`src/rtl/alu_cmd_sequencer.sv`:
```
// Command FIFO feeding a four-state sequencer that drives an external 5-bit ALU.
// It captures each ALU result and returns it through a valid/ready handshake.
//
// state | meaning
// ------+-----------------------------------------------------------
// IDLE  | FIFO empty, waiting for a command
// ISSUE | pop the FIFO head and register the ALU operands and select
// EXEC  | ALU inputs stable; alu_out is captured on exit
// RESP  | res_valid high, holding the result until res_ready
module alu_cmd_sequencer #(
  parameter int FIFO_DEPTH = 4
) (
  input  logic       clk,
  input  logic       rst_n,
  input  logic       cmd_valid,
  output logic       cmd_ready,
  input  logic [1:0] cmd_op,
  input  logic [4:0] cmd_a,
  input  logic [4:0] cmd_b,
  input  logic       cmd_acc,
  output logic [4:0] alu_a,
  output logic [4:0] alu_b,
  output logic [1:0] alu_sel,
  input  logic [4:0] alu_out,
  output logic       res_valid,
  input  logic       res_ready,
  output logic [4:0] res_data,
  output logic [1:0] res_op,
  output logic [7:0] op_count
);

  localparam int PW = (FIFO_DEPTH > 1) ? $clog2(FIFO_DEPTH) : 1;
  localparam int CW = PW + 1;
  localparam logic [CW-1:0] FULL_CNT = CW'(FIFO_DEPTH);

  typedef struct packed {
    logic [1:0] op;
    logic [4:0] a;
    logic [4:0] b;
    logic       acc;
  } cmd_t;

  typedef enum logic [1:0] {
    ST_IDLE  = 2'd0,
    ST_ISSUE = 2'd1,
    ST_EXEC  = 2'd2,
    ST_RESP  = 2'd3
  } state_t;

  state_t          state;
  cmd_t            mem [FIFO_DEPTH];
  cmd_t            head;
  logic [PW-1:0]   wr_ptr;
  logic [PW-1:0]   rd_ptr;
  logic [CW-1:0]   count;
  logic            empty;
  logic            push;
  logic            pop;
  logic [4:0]      acc_q;

  assign empty     = (count == '0);
  assign cmd_ready = (count != FULL_CNT);
  assign push      = cmd_valid && cmd_ready;
  assign pop       = (state == ST_ISSUE) && !empty;
  assign head      = mem[rd_ptr];

  // Storage is left unreset; count and pointers alone define what is valid.
  always_ff @(posedge clk) begin
    if (push) begin
      mem[wr_ptr] <= '{op: cmd_op, a: cmd_a, b: cmd_b, acc: cmd_acc};
    end
  end

  always_ff @(posedge clk or negedge rst_n) begin
    if (!rst_n) begin
      wr_ptr <= '0;
      rd_ptr <= '0;
      count  <= '0;
    end else begin
      if (push) wr_ptr <= wr_ptr + 1'b1;
      if (pop)  rd_ptr <= rd_ptr + 1'b1;
      case ({push, pop})
        2'b10:   count <= count + 1'b1;
        2'b01:   count <= count - 1'b1;
        default: count <= count;
      endcase
    end
  end

  always_ff @(posedge clk or negedge rst_n) begin
    if (!rst_n) begin
      state     <= ST_IDLE;
      alu_a     <= '0;
      alu_b     <= '0;
      alu_sel   <= '0;
      res_valid <= 1'b0;
      res_data  <= '0;
      res_op    <= '0;
      acc_q     <= '0;
      op_count  <= '0;
    end else begin
      case (state)
        ST_IDLE: begin
          if (!empty) state <= ST_ISSUE;
        end
        ST_ISSUE: begin
          // acc_q was written when the previous EXEC ended, so no bubble is needed
          alu_a   <= head.acc ? acc_q : head.a;
          alu_b   <= head.b;
          alu_sel <= head.op;
          state   <= ST_EXEC;
        end
        ST_EXEC: begin
          res_data  <= alu_out;
          acc_q     <= alu_out;
          res_op    <= alu_sel;
          res_valid <= 1'b1;
          state     <= ST_RESP;
        end
        ST_RESP: begin
          if (res_ready) begin
            res_valid <= 1'b0;
            op_count  <= op_count + 8'd1;
            state     <= empty ? ST_IDLE : ST_ISSUE;
          end
        end
        default: state <= ST_IDLE;
      endcase
    end
  end

endmodule

```
`config.mk`:
```
export PLATFORM = sky130hd
export DESIGN_NAME = alu_cmd_sequencer
export DESIGN_NICKNAME = d
export VERILOG_FILES = /design/src/rtl/alu_cmd_sequencer.sv
export SDC_FILE = /design/constraint.sdc
export NUM_CORES = 1
export LEC_CHECK = 0
export ABC_AREA = 1
export CORE_MARGIN = 5
export CORE_UTILIZATION = 40
export DETAILED_ROUTE_END_ITERATION = 8
export MAX_ROUTING_LAYER = met4
export SLEW_MARGIN = 20
export SYNTH_ARGS = -nofsm -noshare
export SYNTH_HDL_FRONTEND = slang
export SYNTH_SLANG_ARGS = --single-unit
```
`constraint.sdc`:
```
create_clock -name clk -period 2.05 [get_ports clk]
set_input_delay 0.41 -clock clk [delete_from_list [all_inputs] [get_ports clk]]
set_output_delay 0.41 -clock clk [all_outputs]
set_load 0.01 [all_outputs]
```
-- Yosys cells after proc, flatten, opt, wreduce, memory -nomap -nowiden
Memory sizes are Yosys's and may differ from the RTL's.
Index checks and enable logic that the tools add are counted.
- reduce and logical (&&, ||, !) cells: 10
- add/subtract/negate cells: 5
- mux-type cells: 10
- equal/unequal tests: 8
- operator list (operator ; count):
    $add A8 B1 Y8 const B ; 1
    $pmux W2 S4 ; 1
    $eq A2 B2 Y1 const B ; 3
    $pmux W3 S2 ; 1
    $reduce_and A2 Y1 ; 3
    $mux W5 ; 1
    $add A2 B1 Y2 const B ; 2
    $eq A2 B1 Y1 const B ; 2
    $mux W1 ; 4
    $mux W2 ; 2
    $ne A2 B2 Y1 const B ; 2
    $reduce_bool A2 Y1 ; 2
    $add A3 B1 Y3 const B ; 1
    $logic_not A3 Y1 ; 1
    $ne A3 B3 Y1 const B ; 1
    $sub A3 B1 Y3 const B ; 1
    $logic_and A1 B1 Y1 ; 2
    $logic_not A2 Y1 ; 1
    $pmux W1 S2 ; 1
    $logic_not A1 Y1 ; 1
- memories: 1
- bits in writable memories: 52
- register bits: 37
- memories (memory ; words ; bits a word ; read ports ; clocked after memory_dff ; write ports ; line ; RTL):
    mem ; 4 ; 13 ; 1 ; 0 ; 1 ; 51 ; cmd_t mem [FIFO_DEPTH];

-- Logic depth before layout (Yosys ltp)
Gate-level depths: netlist (run 1).
- word-level depth: 5
- depth in mapped cells: 10
- depth with buffers taken out: 10

-- Least setup slack after synthesis (run 1)
No wires, ideal clock.
- path type: register to register
- start: reg state[1]
- end: reg count[2]
- arrival time: 1775 ps
- period minus slack after synthesis: 1905 ps
- data required time: 1919 ps
- path slack: 145 ps
- library setup time: 131 ps
- cell stages (with the launch flop): 11
- path buffers: 0
- cells stage by stage: dfrtp_1 -> inv_1 -> ha_1 -> nand2_1 -> inv_1 -> ha_1 -> inv_1 -> fa_1 -> a21oi_1 -> o21ai_0 -> xor2_1
- cells in the longest elaborated chain, start to end: 4
- elaborated cells between the ends (all ways): 6
- those cells by class: 3 x eq/ne; 1 x mux; 2 x reduce/logical
- RTL lines (item ; line ; RTL):
    start, declared ; 50 ; state_t state;
    start signal, assigned ; 124 ; state <= empty ? ST_IDLE : ST_ISSUE;
    $eq A2 B1 Y1 (*) ; 64 ; assign pop = (state == ST_ISSUE) && !empty;
    $logic_and A1 B1 Y1 (*) ; 64 ;
    net pop ; 58 ; logic pop;
    $eq A2 B1 Y1 or $eq A2 B2 Y1 (tied branches) ; 82 ; case ({push, pop})
    $pmux W3 S2 or $reduce_bool A2 Y1 (tied branches) ; -- ;
    end signal, assigned ; 83 ; 2'b10: count <= count + 1'b1;
    end signal, assigned ; 84 ; 2'b01: count <= count - 1'b1;
    end signal, assigned ; 85 ; default: count <= count;
    end, declared ; 55 ; logic [CW-1:0] count;
Mark *: on every way through the listed nets, which the timed path passes. The rest lies on a longest branch.
A chain may end at the register's enable or synchronous reset.

-- Worst setup path after layout (run 1)
Same ends and word-level chain as after synthesis.

==> results by group, run 1 <==
Status
  • Outcome: complete, no violations

Route
  • Routed Antenna Nets: 0
  • Top Layer Used: met4
  • DRC: 0
  • Vias: 2524
  • Drt pass-1 iters: 4
  • Met2 routed WL: 3400 um
  • DR vias/cell: 4.65
  • M1 wire length: 3590 um
  • Initial DRC count: 96
  • WL per Instance: 13.6 um
  • WL final: 7400 um
  • Met3 routed WL: 322 um

Worst setup path
  • Endpoint type of the worst setup path: flop
  • Setup crit start: state[1]
  • Setup CP Type: flop to flop
  • Crit-path max FO: 4
  • CP Launch Type: flop
  • Reg2reg start: state[1]
  • Worst path required time: 2.30 ns
  • Crit path DAT: 2.12 ns

Global routing
  • Vias in the first global route: 2473
  • First-pass GRT wire length: 12300 um
  • Grt total ovfl: 0
  • Initial antenna violation count: 0
  • GRT Overall Usage: 0.141
  • Largest net degree at the start of global routing: 38

Yosys
  • Post-Syn Area: 3810 um^2
  • Sequential area share after synthesis: 0.652
  • Mean Syn Cell Area: 11.0 um^2
  • Synth warn: 0
  • Syn nets: 382
  • Cells after synthesis: 348
  • Post-synth top area share: 0.409
  • Ranking of synthesized cells by area: edfxtp_1 (41%), dfrtp_1 (24%), nand2_1 (9.1%), ha_1 (3.6%), nand3_1 (3.3%)
  • Post-synth top area cell: edfxtp_1
  • Synth unique cells: 28
  • Synthesized flop and latch total: 89

Timing
  • RSZ-0062 raised after global routing: false
  • Setup tns final: 0 ns
  • Final Hold Viols: 0
  • Max-slew violation count: 0
  • Final Skew: 0.0118 ns
  • F_max: 536 MHz
  • Fin crit period: 1.87 ns
  • Slew @ Worst Pin: 0.478 ns
  • Period utilisation layout: 0.910
  • Finish-stage setup viols: 0
  • Max_slew headroom: 0.682

Floorplanning
  • Initial Utilization: 0.411
  • Die W: 108 um
  • Row count: 35
  • Core area: 9280 um^2
  • Die area: 11600 um^2
  • Die Ht: 108 um
  • Io pins: 51

Layout
  • Share of post-route cells with drive strength above 1: 0.106
  • N_diodes: 0
  • Area growth syn-to-layout: 23.0%
  • Final Cell Area: 4690 um^2
  • Fill cells: 859
  • Commonest non-fill, non-tap cell in the layout: nand2_1
  • Layout net count: 443
  • Most frequent cells in the layout: nand2_1 (92), edfxtp_1 (52), clkdlybuf4s50_1 (48), dfrtp_1 (37), nor2_1 (31)

Clocking
  • CTS tree: yes
  • Worst-path clk slew: 0.10 ns
  • Post-CTS Hold Buffers: 0
  • Clk Latency, worst-skew pair: 0.36 ns
  • Max Buffers Root-to-Sink: 2
  • CTS root buffer: clkbuf_8
  • Clock sinks: 89
  • Htree depth: 3
  • TritonCTS Buffers: 9

Power and ir drop
  • Worst VDD drop: 0.000519 V
  • PD cells: 1470 nW/um^2
  • Lkg Pwr: 0.00196 uW

Job
  • Max_cap viols: 0

Placement
  • GPL Wtd Cong: 0.808
  • Placed cell area: 4450 um^2
  • I/O Buffers: 50
  • Detail Placement HPWL: 4990 um

Hold path
  • Worst Hold Class: input pin to asynchronous set/reset pin
[layout make-up]
class / instances / area (um^2) / area share
tap: 129 / 161 / 0.0344
sequential: 89 / 2490 / 0.530
clock inverter: 7 / 103 / 0.0219
inverter: 32 / 125 / 0.0267
multi-input combinational: 216 / 1110 / 0.236
timing repair buffer: 61 / 581 / 0.124
clock buffer: 9 / 124 / 0.0264
[per-stage QoR]
stage / util / setup slack (ns) / power [uW] / hold WS, ns / cells
global placement: 0.479 / 0.0623 / 5540 / 0.462 / 526
global route: 0.505 / 0.0280 / 7450 / 0.109 / 543
CTS: 0.504 / 0.0618 / 6970 / 0.0882 / 542
detailed placement: 0.479 / 0.0193 / 5600 / 0.468 / 526
floorplan: - / 0.145 / 4580 / 0.114 / 348
finish: 0.505 / 0.184 / 6900 / 0.0751 / 543
[final timing paths]
check                                    to  slack, ns  depth (start not counted)
worst min register to register     alu_b[2]       0.49                          2
max in group asynchronous       op_count[4]       1.62                          2
worst min-delay path            res_data[4]       0.08                          2
min in group clk                   alu_b[2]       0.49                          2
worst max register to register     count[2]       0.18                         10
worst max-delay path               count[2]       0.18                         10
[kinds of logic after synthesis]
kind of cell,Yosys count,share of synthesized area
adder cells (fa/ha/maj),12,0.0413
buffers and inverters,43,0.0577
XOR/XNOR,7,0.0161
multiplexers,2,0.00591
flip-flops,89,0.652
AO/OA/AOI/OAI,35,0.0459
AND/OR/NAND/NOR,160,0.181
[layer usage]
layer	vias up	track usage
met5	-	-
met4	0	0.0550
met3	9	0.0264
met2	58	0.213
met1	1197	0.188
li1	1260	-
[critical path, stage by stage (launching register included)]
cell and delay, ns:
dfrtp_1 0.42, inv_2 0.09, ha_1 0.16, nand2_1 0.08
inv_1 0.08, ha_1 0.13, inv_1 0.07, fa_2 0.34
a21oi_1 0.14, o21ai_1 0.10, xor2_1 0.14
[timing repair]
action,in CTS,in global routing
resized for setup,0,4
buffers inserted,0,1
endpoints found under the setup margin,0,2
[synth_stat cells]
library cell  instances
fa_1                  1
o21ai_1              11
a21oi_1               5
inv_2                 2
ha_1                 11
inv_6                 1
nand3_2               1
buf_6                 6
dfrtp_1              37
nand3_4               1
nand2_2               2
nand4_1               2
nand2_1              92
o21ai_0              19
nand2_4               1
xnor2_1               3
buf_4                 2
clkbuf_1              2
inv_1                29
nor2_1               31
xor2_1                4
nand3_1              25
buf_2                 1
nor3_2                2
or2_1                 1
nor2_2                2
mux2_2                2
edfxtp_1             52
[report_power, final]
part / switching (uW) / leakage (uW) / total (uW) / internal, uW
Combinational: 1570 / 0.000933 / 2750 / 1180
Sequential: 322 / 0.000924 / 2790 / 2470
Clock: 661 / 0.000104 / 1360 / 699
Total: 2550 / 0.00196 / 6900 / 4350
[sequential cells by signal (all words and copies together) (netlist names)]
register	flops
rd_ptr	2
res_op	2
count	3
mem	52
state	2
res_valid	1
alu_a	5
alu_b	5
op_count	8
res_data	5
wr_ptr	2
alu_sel	2
(Power assumes the default switching activity.)
==> inputs of run 2 (changes only) <==
- MAX_ROUTING_LAYER: met4 -> unset
- RECOVER_POWER: unset -> 25
- REMOVE_ABC_BUFFERS: unset -> 1
==> run 2 against run 1 <==
Wire length fell by 2.3%. Clock power fell by 10%. Core utilization rose by 0.35 points. Worst hold slack improved by 0.41 ns. Sequential cell count did not move. Clock skew fell by 0.0048 ns. Power fell by 1.5%. Sequential share of layout area fell by 0.37 points. Sequential power fell by 2%. Cell count rose by 1.1%.
==> results by group, run 2 (synthesized netlist as in run 1, its figures left out) <==
Layout
  • Share of post-route cells with drive strength above 1: 0.117 (+0.0104)
  • N_diodes: 0 (unchanged)
  • Most frequent cells in the layout: nand2_1 (92), edfxtp_1 (52), dfrtp_1 (37), clkdlybuf4s50_1 (36), nor2_1 (31)
  • Area growth syn-to-layout: 23.8%
  • Reg with most FFs: mem
  • Commonest non-fill, non-tap cell in the layout: nand2_1
  • Layout net count: 449 (+1.4%)
  • Largest register FFs: 52 (unchanged)
  • Largest registers: mem (52), op_count (8)
  • Final Cell Area: 4720 um^2 (+0.69%)

Worst setup path
  • R2R depth: 10 (unchanged)
  • Max incr delay on CP: 0.50 ns (+0.08 ns)
  • Kind of cell adding the most delay to the critical path: buffers and inverters
  • Bufs and invs on worst path: 2 (-1)
  • Flop-to-flop setup slack: 0.16 ns (-0.02 ns)
  • Reg2reg start: state[1]
  • Crit path DAT: 1.51 ns (-0.61 ns)
  • Crit-path max FO: 4 (unchanged)
  • Worst path required time: 1.64 ns (-0.66 ns)
  • Slowest CP cell: clkdlybuf4s50_1
  • Setup CP Type: flop to output pin
  • CP cell instances: inv_1, nand3_1, clkdlybuf4s50_1
  • Endpoint type of the worst setup path: output pin
  • CP Launch Type: flop
  • Reg-to-Reg End: count[2]

Clocking
  • Clk Latency, worst-skew pair: 0.35 ns (about the same)
  • Setup bufs post-CTS: 0 (unchanged)
  • CTS root buffer: clkbuf_8
  • Clock sinks: 89 (unchanged)
  • TritonCTS Buffers: 9 (unchanged)
  • Max Buffers Root-to-Sink: 2 (unchanged)
  • Htree depth: 3 (unchanged)
  • CTS tree: yes
  • Worst-path clk slew: 0.09 ns (about the same)

Power and ir drop
  • Sequential power share: 0.402 (-0.002)
  • PD cells: 1440 nW/um^2 (-2.1%)
  • Int Power: 4270 uW (-1.7%)
  • Lkg Pwr: 0.00199 uW (+1.5%)
  • Total net switching power: 2520 uW (-1.1%)
  • Sw Ratio: 0.371 (+0.00123)
  • Power, Total: 6800 uW (-1.5%)
  • Comb power frac: 0.419 (+0.021)
  • Worst VDD drop: 0.000587 V (+13%)
  • Clock share of power: 0.179 (-0.018)

Floorplanning
  • Die Ht: 108 um (unchanged)
  • Die W: 108 um (unchanged)
  • Core area: 9280 um^2 (unchanged)
  • Io pins: 51 (unchanged)
  • Initial Utilization: 0.411 (unchanged)
  • Die area: 11600 um^2 (unchanged)
  • Row count: 35 (unchanged)

Hold path
  • Worst Hold Class: flop to flop
  • Hold EP: alu_a[1]
  • Worst min-delay path startpoint: alu_a[1]
  • Cells on Worst Hold Path: 2

Placement
  • Detail Placement HPWL: 5020 um (+0.45%)
  • Placed cell area: 4510 um^2 (+1.3%)
  • GPL Wtd Cong: 0.742 (-8.2%)
  • I/O Buffers: 50 (unchanged)

Global routing
  • GRT Overall Usage: 0.138 (-0.00230)
  • Grt total ovfl: 0 (unchanged)
  • First-pass GRT wire length: 12300 um (-0.23%)
  • Initial antenna violation count: 0 (unchanged)
  • Largest net degree at the start of global routing: 28 (-26%)
  • Vias in the first global route: 2516 (+1.7%)

Route
  • DRC: 0 (unchanged)
  • Routed Antenna Nets: 0 (unchanged)
  • WL per Instance: 13.2 um (-3.3%)
  • Initial DRC count: 106 (+10%)
  • Vias: 2543 (+0.75%)
  • DR vias/cell: 4.63 (-0.35%)
  • WL final: 7230 um (-2.3%)
  • Drt pass-1 iters: 4 (unchanged)

Timing
  • Max-slew violation count: 0 (unchanged)
  • Final Hold Viols: 0 (unchanged)
  • Max_slew headroom: 0.692 (+0.0105)
  • Fin crit period: 1.92 ns (+0.0555 ns)
  • Finish-stage setup viols: 0 (unchanged)
  • Slew @ Worst Pin: 0.461 ns (-0.0162 ns)
  • RSZ-0062 raised after global routing: false
  • Final Skew: 0.00704 ns (-0.00479 ns)
  • F_max: 520 MHz (-2.9%)
  • Period utilisation layout: 0.937 (+0.0271)

Job
  • Max_cap viols: 0 (unchanged)

Status
  • Outcome: complete, no violations
[run 2: changes by cell type in the layout (fill, tap and decap cells not counted), sizes merged, moves of 2 or more]
cell / before / now
clkdlybuf4s50: 48 / 36
buf: 12 / 17
clkinv: 0 / 2
clkinvlp: 3 / 1
dlygate4sd3: 0 / 14
[run 2: final cells by class]
type | count | area (um^2)
Tap cell | 129 | 161
Sequential cell | 89 | 2490
Clock buffer | 9 | 124
Fill cell | 858 | 4560
Multi-Input combinational cell | 216 | 1110
Inverter | 32 | 125
Clock inverter | 7 | 77.6
Timing Repair Buffer | 67 | 638
[run 2: worst max path at each step]
stage	start	to	slack, ns	cells past startpoint
detailed placement	cmd_valid	count[2]	0.03	8
finish	count[0]	cmd_ready	0.13	3
CTS	count[0]	cmd_ready	0.1	3
global placement	cmd_valid	count[2]	0.06	8
global route	state[1]	count[2]	0.02	10
floorplan	state[1]	count[2]	-0.06	10
[run 2: worst min-delay path, cell delays in order, from the launching register on]
cell and delay [ns]:
dfrtp_1 0.35, nand2_1 0.05, nand2_1 0.05
[run 2: repair_timing]
| item | CTS | global route |
|---|---|---|
| hold buffers | 1 | 0 |
| gates resized for setup | 0 | 2 |
| setup endpoints to repair | 0 | 1 |
| hold endpoints to repair | 14 | 0 |
[run 2: per-stage QoR]
stage          std cells  setup TNS (ns)  utilization  setup WS, ns  hold WS [ns]
2_1_floorplan        337         -0.0587            -       -0.0587         0.114
3_3_place_gp         532               0        0.486        0.0593         0.382
3_5_place_dp         532               0        0.486        0.0339         0.383
4_1_cts              549               0        0.508        0.0956         0.489
5_1_grt              549               0        0.509        0.0209         0.508
6_report             549               0        0.509         0.128         0.484
[run 2: power by group through the flow]
| stage | clock, uW | sequential [uW] | combinational [uW] |
|---|---|---|---|
| 4_1_cts | 1260 | 2740 | 2900 |
| 2_1_floorplan | 0 | 2920 | 1480 |
| 3_3_place_gp | 0 | 2760 | 2830 |
| 3_5_place_dp | 0 | 2770 | 2900 |
| 5_1_grt | 1330 | 2800 | 3250 |
| 6_report | 1220 | 2730 | 2850 |
[run 2: layer usage]
layer / routed length [um] / global-route usage / share of wire / up-vias
li1: - / - / - / 1279
met1: 3290 / 0.178 / 0.46 / 1205
met2: 3470 / 0.229 / 0.48 / 57
met3: 407 / 0.0324 / 0.056 / 2
met4: 58 / 0.0469 / 0.0080 / 0
met5: 0 / 0 / 0 / -
==> edit 1, RTL diff (flow settings as in run 1) <==
The parameter `FIFO_DEPTH` goes from 4 to 8.
--- a/src/rtl/alu_cmd_sequencer.sv
+++ b/src/rtl/alu_cmd_sequencer.sv
@@ -9,5 +9,5 @@
 // RESP  | res_valid high, holding the result until res_ready
 module alu_cmd_sequencer #(
-  parameter int FIFO_DEPTH = 4
+  parameter int FIFO_DEPTH = 8
 ) (
   input  logic       clk,
Function: changed (Yosys sat finds a counterexample within 10 cycles, from zero or initial values and one cycle with rst_n low).
==> edit 1 against run 1 <==
- sequential power is 49% higher
- global-route usage is 2.4 points higher
- synthesized cell count increased by 62%
- highest routed layer unchanged
- total power up 67%
- design area grew 64%
- cell count is 60% higher
- utilization is 0.11 points lower
- worst setup slack got worse by 0.084 ns
- sequential share of layout area grew 0.59 points
- die area rose by 57%
- routed wire length up 84%
- sequential cell count rose by 55
- synthesized area rose by 64%
- clock skew about the same
- largest power group is now combinational logic
==> edit 1: results (changes against run 1) <==
metric	value	unit	change
path_clk_slew	0.06	ns	was 0.10 ns
worstHoldPathType	in2async		unchanged
gp_congestion	0.860		was 0.808
hold-worst-slack	0.0492	ns	was 0.0751 ns
cts_htree_levels	4		was 3
synth.yosys.warnings	0		unchanged
worst-path-max-fanout	3		was 4
worst-r2r-cell-count	12		was 10
critical_path.max_stage_delay	0.40	ns	was 0.42 ns
grt_first_pass_wirelength	21900	um	was 12,300 um
dpl.cell_count	831		was 526
filler_cell_count	1349		was 859
cts_buffers	17		was 9
grt_util_all_layers	16.4	%	was 14.1%
viasPerCell	4.76		was 4.65
synth_edf_count	104		was 52
reg2reg_from	count[0]$_DFFE_PN0P_		was state[1]$_DFFE_PN0P_
ys_async_sr_fraction	27.8	%	was 41.6%
dr.first_iter.drc_count	295		was 96
area_delta_synth_final	23.3	%	was 23.0%
worst_reg_to_reg_setup_slack	0.10	ns	was 0.18 ns
yosysSeqAreaShare	66.1	%	was 65.2%
drt_first_pass_iters	5		was 4
cts-root-buf	clkbuf_16		was clkbuf_8
synthesis.nets	597		was 382
largest_registers	mem (104), op_count (8)		was mem (52), op_count (8)
critical-path-top-delay-family	simple AND/OR/NAND/NOR gates		was adder cells
ys_top_cells_by_area	edfxtp_1, dfrtp_1, nand2_1		unchanged
post_synth_mux_area_share	1.08	%	was 0.591%
dp_slack	-0.0863	ns	was 0.0193 ns
outcome	complete, no violations		unchanged
wirelength	13600	um	was 7400 um
post_synth_fa_ha_maj_area_fraction	2.21	%	was 4.13%
slew_of_the_pin_with_the_lowest_slew_margin	0.522	ns	was 0.478 ns
synthXorXnorAreaFrac	1.69	%	was 1.61%
clkLatencyLatePin	0.43	ns	was 0.36 ns
power_leakage	3.23	nW	was 1.96 nW
finalClockSkew	0.0118	ns	about the same
synth.distinct_cells	34		was 28
placed_cell_area	0.00702	mm^2	was 0.00445 mm^2
==> edit 1: changes by cell type in the layout (fill, tap and decap cells not counted), sizes merged, moves of 14 or more <==
cell           run 1  this run
edfxtp            52       104
nand3             27        43
o211ai             0        14
inv               34        75
buf               12        33
nand2             95       143
nor2              33        59
==> edit 1: cell families after synthesis <==
| group | after synthesis |
|---|---|
| buffers and inverters | 86 |
| xor gates and xnor gates | 12 |
| muxes | 6 |
| DFF | 144 |
| AOI/OAI and AO/OA | 54 |
| and+or+nand+nor | 251 |
| adders and majority gates | 11 |
==> edit 1: worst max-delay path by stage <==
stage,slack [ns],start,to,cells after the start
final,0.10,count[0]$_DFFE_PN0P_,count[2]$_DFFE_PN0P_,12
after CTS,0.01,state[1]$_DFFE_PN0P_,count[2]$_DFFE_PN0P_,10
after global routing,0.003,count[0]$_DFFE_PN0P_,count[3]$_DFFE_PN0P_,12
after floorplan,0.07,state[1]$_DFFE_PN0P_,count[2]$_DFFE_PN0P_,10
after global placement,-0.04,cmd_valid,count[2]$_DFFE_PN0P_,8
after detailed placement,-0.09,cmd_valid,count[2]$_DFFE_PN0P_,8
==> edit 1: power breakdown <==
part	total, mW	switching [mW]	internal (mW)
clock	3.10	1.27	1.83
sequential	4.17	0.360	3.81
combinational	4.25	2.55	1.69
==> edit 1: repair_timing <==
action | in CTS | in global routing
buffers inserted | 1 | 4
cloned | 0 | 0
gates resized for setup | 3 | 9
endpoints found under the hold margin | 0 | 0
setup endpoints to repair | 2 | 2
pin swaps | 0 | 6
==> edit 1: cell type report <==
cell class                 count  area share (%)
multi-input combinational    334            22.3
inverter                      65            3.30
tap                          211            3.43
clock buffer                  17            5.53
timing repair buffer          82            9.55
sequential                   144            53.6
clock inverter                15            2.23
==> edit 1: worst register-to-register path, stage by stage (launching register included) <==
cell and delay, ns:
dfrtp_1 0.40, nor2_2 0.12, nand2_1 0.08, inv_2 0.08, nand2_2 0.06, nand2_2 0.09, inv_2 0.05, ha_4 0.16
xor2_2 0.19, ha_2 0.19, a21oi_1 0.05, or2_4 0.24, a31oi_1 0.16
==> edit 1: routing by layer <==
layer / GRT usage [%] / wire length, um / share of wire, % / up-vias
li1: - / - / - / 2032
met1: 21.5 / 6140 / 45 / 1977
met2: 24.9 / 6530 / 48 / 113
met3: 4.06 / 782 / 5.7 / 14
met4: 6.39 / 150 / 1.1 / 0
met5: - / 0 / 0 / -
==> edit 2, RTL diff (config.mk and constraints of run 1) <==
Without the edit above. Encoding of `state_t`: now one-hot (4 bits for 4 states).
--- a/src/rtl/alu_cmd_sequencer.sv
+++ b/src/rtl/alu_cmd_sequencer.sv
@@ -41,9 +41,9 @@
   } cmd_t;
 
-  typedef enum logic [1:0] {
-    ST_IDLE  = 2'd0,
-    ST_ISSUE = 2'd1,
-    ST_EXEC  = 2'd2,
-    ST_RESP  = 2'd3
+  typedef enum logic [3:0] {
+    ST_IDLE  = 4'b0001,
+    ST_ISSUE = 4'b0010,
+    ST_EXEC  = 4'b0100,
+    ST_RESP  = 4'b1000
   } state_t;
 
Formal check against the unedited RTL: no difference found for any inputs over 10 cycles, from zero or initial values and one cycle with rst_n low; not proved beyond that.
==> edit 2 against run 1 <==
- via count increased by 4.3%
- sequential cell count increased by 2
- synthesized area increased by 3.0%
- routed wire length increased by 1.6%
- worst setup slack got worse by 0.050 ns
- maximum frequency decreased by 2.6%
- total power decreased by 6.8%
- clock power decreased by 13%
- count of clock-buffer cells in the layout unchanged
- design area increased by 1.8%
- critical path depth increased by 1
- combinational power decreased by 12%
- critical path type unchanged
==> edit 2: results (changes against run 1) <==
metric	value	unit	change
ys_async_sr_fraction	42.9	%	was 41.6%
worst-r2r-cell-count	11		was 10
worstPathArrival	2.15	ns	was 2.12 ns
synth.yosys.warnings	0		unchanged
largest_registers	mem (52), op_count (8)		unchanged
synth.distinct_cells	28		unchanged
synthesis.nets	399		was 382
cts_buffers	9		unchanged
worst-path-max-fanout	3		was 4
yosysSeqAreaShare	64.6	%	was 65.2%
cts-root-buf	clkbuf_8		unchanged
grt_antenna_before_repair	0		unchanged
nets_final	460		was 443
timing.max_slew.rel_slack	67.3	%	was 68.2%
power_leakage	2.02	nW	was 1.96 nW
worstHoldPathType	in2async		unchanged
gp_congestion	0.735		was 0.808
dr.first_iter.drc_count	129		was 96
drt_first_pass_iters	6		was 4
ys_top_cells_by_area	edfxtp_1, dfrtp_1, nand2_1		unchanged
clkLatencyLatePin	0.36	ns	about the same
wirelength	7520	um	was 7400 um
post_synth_top_cells	nand2_1, edfxtp_1, dfrtp_1, nor2_1, inv_1		was nand2_1, edfxtp_1, dfrtp_1
grt_pass1_vias	2553		was 2,473
finalClockSkew	0.0124	ns	was 0.0118 ns
grt_max_degree	40		was 38
irDropWorstVdd	466	uV	was 519 uV
cts.repair.resized	0		unchanged
critical_path.max_stage_delay	0.42	ns	about the same
hpwl	5170	um	was 4990 um
final_layout_size_suffix_gt1_share	10.8	%	was 10.6%
synth_edf_count	52		unchanged
cts_buffer_depth	2		unchanged
outcome	complete, no violations		unchanged
grt_first_pass_wirelength	12500	um	was 12,300 um
power.net_switching	2.32	mW	was 2.55 mW
grt_util_all_layers	14.1	%	about the same
viasPerCell	4.63		was 4.65
cp_slowest_cell	dfrtp_1		unchanged
postCtsSetupBuffers	0		unchanged
port-buffer-count	50		unchanged
path_clk_slew	0.09	ns	
cts_htree_levels	3		unchanged
critical-path-top-delay-family	adder cells		unchanged
antenna_cells	0		unchanged
==> edit 2: cell count changes after synthesis, moves of 3 or more <==
cell and delta:
nand2_1 +11, o21ai_0 -10, nor2_1 +7, o21ai_1 +6
ha_1 -5, nand2_2 +5, a21oi_1 +3, buf_6 +3
nor2_2 +3
==> edit 2: logic make-up (layout without fill, tap and decap cells) <==
| group | Yosys count | count (layout) | synth area share [%] |
|---|---|---|---|
| AO/OA/AOI/OAI | 34 | 34 | 4.33 |
| AND/OR/NAND/NOR | 187 | 187 | 20.6 |
| flip-flops | 91 | 91 | 64.6 |
| adder cells (fa/ha/maj) | 7 | 7 | 2.42 |
| XOR/XNOR | 6 | 6 | 1.53 |
| buffers and inverters | 45 | 111 | 6.50 |
==> edit 2: power groups by stage <==
stage | sequential [mW] | combinational, mW | clock, mW
after floorplan | 2.86 | 1.52 | 0
after global placement | 2.85 | 2.42 | 0
after detailed placement | 2.86 | 2.47 | 0
after CTS | 2.82 | 2.48 | 1.22
after global routing | 2.90 | 2.75 | 1.29
final | 2.82 | 2.43 | 1.18
==> edit 2: layer usage <==
layer	GRT usage (%)	wire length, um	up-vias
met4	4.06	91	0
li1	-	-	1330
met5	-	0	-
met2	22.1	3360	64
met3	3.61	415	10
met1	18.2	3650	1228
==> edit 2: final cells by class <==
class	instances	area, um^2
timing repair buffer	61	603
clock inverter	7	67.6
inverter	34	141
multi-input combinational	234	1130
sequential	91	2540
fill	878	4910
clock buffer	9	124
tap	133	166
==> edit 2: final timing paths <==
| kind | from | end | slack, ns |
|---|---|---|---|
| worst min-delay path | rst_n | op_count[3]$_DFFE_PN0P_ | 0.1 |
| worst min register to register | res_valid$_DFFE_PN0P_ | res_valid$_DFFE_PN0P_ | 0.47 |
| worst max register to register | state[2]$_DFFE_PN0P_ | count[2]$_DFFE_PN0P_ | 0.13 |
| worst max-delay path | state[2]$_DFFE_PN0P_ | count[2]$_DFFE_PN0P_ | 0.13 |
| min in group clk | res_valid$_DFFE_PN0P_ | res_valid$_DFFE_PN0P_ | 0.47 |
| max in group asynchronous | rst_n | state[0]$_DFFE_PN1P_ | 1.59 |
==> edit 2: through the flow <==
| step | instances | total power, mW | hold slack (ns) | worst slack (ns) | instance area (um^2) |
|---|---|---|---|---|---|
| 3_3_place_gp | 553 | 5.27 | 0.459 | 0.0629 | 4580 |
| 2_1_floorplan | 370 | 4.39 | 0.114 | 0.184 | 3930 |
| 6_report | 569 | 6.43 | 0.0977 | 0.134 | 4770 |
| 3_5_place_dp | 553 | 5.33 | 0.458 | 0.0148 | 4580 |
| 5_1_grt | 569 | 6.93 | 0.135 | 0.0173 | 4770 |
| 4_1_cts | 569 | 6.52 | 0.108 | 0.129 | 4770 |
